$ cat config.mk
export PLATFORM = sky130hd
export DESIGN_NAME = core_rvfi_retire_ctrl
export DESIGN_NICKNAME = d
export VERILOG_FILES = /design/src/rtl/core_rvfi_retire_ctrl.sv
export SDC_FILE = /design/constraint.sdc
export NUM_CORES = 1
export LEC_CHECK = 0
export BUFFER_PORTS_ARGS = -buffer_cell sky130_fd_sc_hd__clkbuf_2
export CORE_ASPECT_RATIO = 0.8
export CORE_MARGIN = 10
export CORE_UTILIZATION = 52
export CTS_CLUSTER_DIAMETER = 200
export DETAILED_ROUTE_END_ITERATION = 16
export HOLD_SLACK_MARGIN = 0.03
export PLACE_DENSITY = 0.95
export SLEW_MARGIN = 0
export SYNTH_ARGS = -nofsm -noshare
export SYNTH_HDL_FRONTEND = slang
export SYNTH_SLANG_ARGS = --single-unit
$ cat constraint.sdc
create_clock -name g_clk -period 5.95 [get_ports g_clk]
set_clock_uncertainty 0.1 [all_clocks]
set_input_delay 0.8925 -clock g_clk [delete_from_list [all_inputs] [get_ports g_clk]]
set_output_delay 0.8925 -clock g_clk [all_outputs]
set_load 0.01 [all_outputs]
$ cat src/rtl/core_rvfi_retire_ctrl.sv
// rtl/core_rvfi_retire_ctrl.sv - RVFI retirement sequencer for a single-issue commit point
// Wait-state watchdog is built only when CORE_RVFI_RETIRE_TIMEOUT_EN is defined.
module core_rvfi_retire_ctrl #(
  parameter int XLEN    = 64,
  parameter int TIMEOUT = 255
) (
  input  logic            g_clk,
  input  logic            g_resetn,
  input  logic            i_valid,
  output logic            i_ready,
  input  logic            i_load,
  input  logic            i_store,
  input  logic            i_rd_wen,
  input  logic            i_trap,
  input  logic [31:0]     i_insn,
  input  logic [XLEN-1:0] i_pc,
  input  logic            mem_rsp_valid,
  input  logic            mem_rsp_error,
  input  logic            rd_valid,
  output logic            n_valid,
  output logic            n_trap,
  output logic [31:0]     n_insn,
  output logic [XLEN-1:0] n_pc_rdata,
  output logic [XLEN-1:0] n_order,
  output logic            timeout_err
);

  typedef enum logic [1:0] {
    IDLE     = 2'd0,
    WAIT_RSP = 2'd1,
    WAIT_WB  = 2'd2,
    RETIRE   = 2'd3
  } state_t;

  state_t state;
  state_t state_nxt;
  logic   load_f;
  logic   rd_f;
  logic   rd_seen;
  logic   accept;
  logic   trap_set;
  logic   tmo_fire;
  logic   in_wait;

  assign accept  = i_valid && i_ready;
  assign in_wait = (state == WAIT_RSP) || (state == WAIT_WB);

`ifdef CORE_RVFI_RETIRE_TIMEOUT_EN
  localparam logic [8:0] TMO_LIMIT = 9'(TIMEOUT);

  logic [7:0] tmo_cnt;
  logic [8:0] tmo_inc;
  logic       tmo_hit;

  // tmo_inc counts the current wait cycle, so the limit fires on wait cycle TIMEOUT
  assign tmo_inc  = {1'b0, tmo_cnt} + 9'd1;
  assign tmo_hit  = in_wait && (tmo_inc == TMO_LIMIT);
  assign tmo_fire = tmo_hit &&
                    (((state == WAIT_RSP) && !mem_rsp_valid) ||
                     ((state == WAIT_WB)  && !rd_valid));

  always_ff @(posedge g_clk or negedge g_resetn) begin
    if (!g_resetn) begin
      tmo_cnt     <= 8'd0;
      timeout_err <= 1'b0;
    end else begin
      if ((state_nxt == WAIT_RSP || state_nxt == WAIT_WB) && (state_nxt != state)) begin
        tmo_cnt <= 8'd0;
      end else if (in_wait) begin
        tmo_cnt <= tmo_cnt + 8'd1;
      end
      if (tmo_fire) begin
        timeout_err <= 1'b1;
      end
    end
  end
`else
  assign tmo_fire    = 1'b0;
  assign timeout_err = 1'b0;
`endif

  always_comb begin
    state_nxt = state;
    trap_set  = 1'b0;
    case (state)
      IDLE, RETIRE: begin
        if (accept) begin
          if (i_trap) begin
            state_nxt = RETIRE;
          end else if (i_load || i_store) begin
            state_nxt = WAIT_RSP;
          end else if (i_rd_wen && !rd_valid) begin
            state_nxt = WAIT_WB;
          end else begin
            state_nxt = RETIRE;
          end
        end else begin
          state_nxt = IDLE;
        end
      end
      WAIT_RSP: begin
        if (mem_rsp_valid) begin
          if (mem_rsp_error) begin
            state_nxt = RETIRE;
            trap_set  = 1'b1;
          end else if (load_f && rd_f && !rd_seen && !rd_valid) begin
            state_nxt = WAIT_WB;
          end else begin
            state_nxt = RETIRE;
          end
        end else if (tmo_fire) begin
          state_nxt = RETIRE;
          trap_set  = 1'b1;
        end
      end
      WAIT_WB: begin
        if (rd_valid) begin
          state_nxt = RETIRE;
        end else if (tmo_fire) begin
          state_nxt = RETIRE;
          trap_set  = 1'b1;
        end
      end
      default: state_nxt = IDLE;
    endcase
  end

  // i_ready and n_valid are registered copies of the next state's decode
  always_ff @(posedge g_clk or negedge g_resetn) begin
    if (!g_resetn) begin
      state      <= IDLE;
      i_ready    <= 1'b1;
      n_valid    <= 1'b0;
      n_trap     <= 1'b0;
      n_insn     <= 32'd0;
      n_pc_rdata <= '0;
      n_order    <= '0;
      load_f     <= 1'b0;
      rd_f       <= 1'b0;
      rd_seen    <= 1'b0;
    end else begin
      state   <= state_nxt;
      i_ready <= (state_nxt == IDLE) || (state_nxt == RETIRE);
      n_valid <= (state_nxt == RETIRE);
      if (n_valid) begin
        n_order <= n_order + XLEN'(1);
      end
      if (accept) begin
        n_insn     <= i_insn;
        n_pc_rdata <= i_pc;
        n_trap     <= i_trap;
        load_f     <= i_load;
        rd_f       <= i_rd_wen;
        rd_seen    <= rd_valid;
      end else begin
        if (trap_set) begin
          n_trap <= 1'b1;
        end
        if (in_wait && rd_valid) begin
          rd_seen <= 1'b1;
        end
      end
    end
  end

endmodule
* Yosys cells after proc, flatten, opt, wreduce, memory -nomap -nowiden *
Index checks and enable logic that the tools add are counted.

storage, ports and cells
  bits in registers = 168
  latch bits = 0
  memory bits (writable) = 0
  ROM bits = 0
  input port bits = 106
  output and inout port bits = 164
  word-level logic and storage cells = 47
  memories = 0

operators by class
  add/sub/neg operators = 1
  multiply operators = 0
  div/mod/pow operators = 0
  magnitude comparators = 0
  eq/ne operators = 4
  shift-type cells = 0
  muxes and demuxes = 16
  bitwise logic cells = 0
  reductions and logical operators = 16

operator list
  operator                                        count
  adder 64 x 1 -> 64 bit (second input constant)  1
  2-to-1 mux 1 bit                                10
  2-to-1 mux 2 bit                                5
  == test 2 bit (second input constant)           3
  logical AND 1 bit                               6
  one-hot mux 2 bit (3 select lines)              1
  logical NOT 2 bit                               2
  nonzero test 2 bit                              2
  logical OR 1 bit                                3
  == test 2 x 1 -> 1 bit (second input constant)  1
  logical NOT 1 bit                               2
  OR reduction 2 bit                              1

* Longest topological paths before layout *
  word-level depth = 9
  gate-level depth with buffers = 8
  gate-level depth less buffers = 8

* Worst setup path before layout *
No wires, ideal clock.

  path type = input to register
  start point = in i_valid
  end point = reg i_ready
  setup time = 58 ps
  arrival time = 2,165 ps
  required time = 5,792 ps
  path slack = 3,626 ps
  cell stages on the path = 8
  buffers on the path = 2
  path through = nand2_1 clkbuf_1 clkbuf_1 a31oi_1 nand2_1 o21ai_0 ha_1 inv_1

between the ends
  longest elaborated chain between the ends = 5
  elaborated cells between the ends (all ways) = 6
  those cells by class = 1 x eq/ne; 2 x mux; 3 x reduce/logical

RTL lines
  what                                                line  source
  start, declared                                     9     input logic i_valid,
  logical AND 1 bit *                                 45    assign accept = i_valid && i_ready;
  2-to-1 mux 2 bit *                                  87    if (accept) begin
  one-hot mux 2 bit (3 select lines) *                85    case (state)
  named net state_nxt[0]                              36    state_t state_nxt;
  == test 2 bit or logical NOT 2 bit (tied branches)  143   i_ready <= (state_nxt == IDLE) || (state_nxt == RETIRE);
  logical OR 1 bit *                                  143
  end signal, assigned                                143
  end, declared                                       10    output logic i_ready,

The timed path passes the listed nets; every way through them passes the cells marked *.
A chain may end at the register's enable or synchronous reset.

* Worst setup path in the final report *
Same ends and word-level chain as after synthesis.

==> reports/metrics.yaml <==
yosys.area.top_type: "dfrtp_1"
drt_iter0_drc: 313
num_antenna_cells: 0
fin_area_um2: 8950
arrival_ns: 2.77
busiest_layer: "met2"
coreArea_um2: 12900
gr-usage-met1: 0.211
ctsResizeCount: 0
slew_violations: 0
min_period_ns: 2.52
cts_sinks: 168
grt_use_met3: 0.102
ys.flop_type: "dfrtp_1"
syn_area_per_cell_um2: 13.4
dpl_cell_area_um2: 8410
ys_ff_latch: 168
synth_common_cells: "167 x dfrtp_1, 99 x mux2_2, 37 x xnor2_1, 31 x nor2_1, 30 x nand2_1"
p_leak_nw: 4.51
synth_cell_type_count: 36
cts_buffer_depth: 2
routedWlPerCell_um: 18.5
met2_usage: 0.326
grt_max_degree: 68
yosys_warnings: 0
finalSetupViolations: 0
worst_pin_slew_ns: 0.826
slew_headroom: 0.445
dp.cells: 944
drc: 0
fillers: 940
yosysMostFrequentCell: "dfrtp_1"
initial_utilization: 0.532
cap_violations: 0
cts_hold_buf: 0
finish.net_count: 898
p_per_area_nw_per_um2: 442
synth_edf_count: 0
die_w_um: 148
core.rowCount: 37
firstDrtPassIters: 4
die_area_um2: 18200
critPathCaptureType: "flop"
grt_antenna_before_repair: 1
critPathMaxFanout: 62
instances_no_fill: 976
grt_overflow_total: 0
crit_type: "in2reg"
syn-instance-count: 511
syn_nets: 621
synth_top_cell_area_share: 0.609
dp_hpwl_mm: 14.4
ff_latch_area_um2: 4210
post-cts-setup-buffers: 0
final-hold-violation-count: 0
root_buffer: "clkbuf_16"
ant_nets: 0
grt_pass1_vias: 5390
vdd_drop_max_uv: 291
die_h_um: 123
start_kind: "input port"
num_vias: 4998
multi_input_area_um2: 2570
rsz0062_at_grt: "no"
h-tree-depth: 4
post-place-ws_ns: 2.97
ys_seq_area_frac: 0.612
grt_usage: 0.194
area_growth_pct: 30.4
timing.final.crit_share: 0.424
setup_slack_ns: 3.43
place_congestion: 0.848
ys_top_cells_by_area: "dfrtp_1 61%, mux2_2 16%, xnor2_1 4.7%, xor2_1 3.2%, nand4_1 2.0%"
wl_mm: 18.0
cts.clk_slew.worst_paths_ns: 0.07
port_buffers: 268
netlist_area_um2: 6870
worstPathRequired_ns: 6.20
fin_util: 0.693
synthArstFlopShare: 1.00
grt_first_pass_wirelength_mm: 28.2
tns_ns: 0
clock_latency_ns: 0.41
vias_per_cell: 5.12
ioPinCount: 270
max_freq_ghz: 0.396
drive_gt1_frac: 0.518
status: "complete, no violations"
cts_tree: "built"
cts_buffers: 17
min_path_type: "in2async"
[critical path, cell delays in order]
cell	delay (ns)
clkbuf_2	0.10
nand2_4	0.41
buf_4	0.70
o21bai_1	0.21
a22oi_1	0.10
ha_1	0.28
inv_1	0.06
[per-stage QoR]
step / hold WS [ns] / total power, mW
after floorplan: 0.368 / 2.39
after global placement: 0.382 / 2.93
after detailed placement: 0.392 / 3.01
after CTS: 0.275 / 4.02
after global routing: 0.281 / 4.19
final: 0.279 / 3.96
[final timing paths]
| check | start | to | slack (ns) | cells past startpoint |
|---|---|---|---|---|
| worst max-delay path | i_valid | i_ready | 3.43 | 7 |
| worst min-delay path | g_resetn | n_order[25] | 0.28 | 1 |
| worst max register to register | n_order[3] | n_order[53] | 3.52 | 5 |
| worst min register to register | n_insn[9] | n_insn[9] | 0.40 | 1 |
| max in group asynchronous | g_resetn | n_insn[15] | 4.33 | 2 |
| min in group g_clk | n_insn[9] | n_insn[9] | 0.40 | 1 |
[per-layer routing]
metal / vias to the layer above / share of wire
met2: 202 / 0.51
met5: - / 0.00072
li1: 2332 / -
met1: 2444 / 0.37
met4: 2 / 0.0094
met3: 18 / 0.12
[report_power, final]
part / switching (mW) / total [mW] / internal [mW]
Sequential: 0.222 / 1.74 / 1.52
Clock: 0.457 / 0.997 / 0.540
Combinational: 0.608 / 1.22 / 0.608
Total: 1.29 / 3.96 / 2.67
[flip-flops by register name, summed over array words and instances, names as in the netlist]
name / count
i_ready: 1
load_f: 1
n_insn: 32
n_order: 64
n_pc_rdata: 64
n_trap: 1
n_valid: 1
rd_f: 1
rd_seen: 1
state: 2
[final cells by class]
cell class	instances	area share
Sequential cell	168	0.470
Multi-Input combinational cell	317	0.287
Timing Repair Buffer	271	0.153
Clock buffer	17	0.0475
Tap cell	175	0.0245
Clock inverter	15	0.0130
Inverter	13	0.00545
[placed cells by master, fill, tap and decap left out, drive strengths merged, types with 3 or more instances in the layout]
cell type  Yosys  final
o21ai          3      3
nand2         30     30
buf            6      4
xnor2         38     38
a31oi          3      3
dfrtp        167    167
clkinv         0      5
xor2          25     25
ha             4      4
clkinvlp       0      5
mux2          99     99
nand3         22     22
nor3          10     10
and3           3      3
inv           13     18
nor2          31     31
clkbuf         7    284
nor4          10     10
nand4         26     26
[kinds of logic (layout without fill, tap and decap cells)]
group	Yosys count	after routing	synth area share
buffers and inverters	26	316	0.0149
AOI/OAI and AO/OA	11	11	0.00984
and+or+nand+nor	139	139	0.111
DFF	168	168	0.612
muxes	99	99	0.162
adders and majority gates	4	4	0.00729
xor gates and xnor gates	63	63	0.0815
other	1	1	0.000546
No activity file was read; power rests on OpenSTA's default activity.
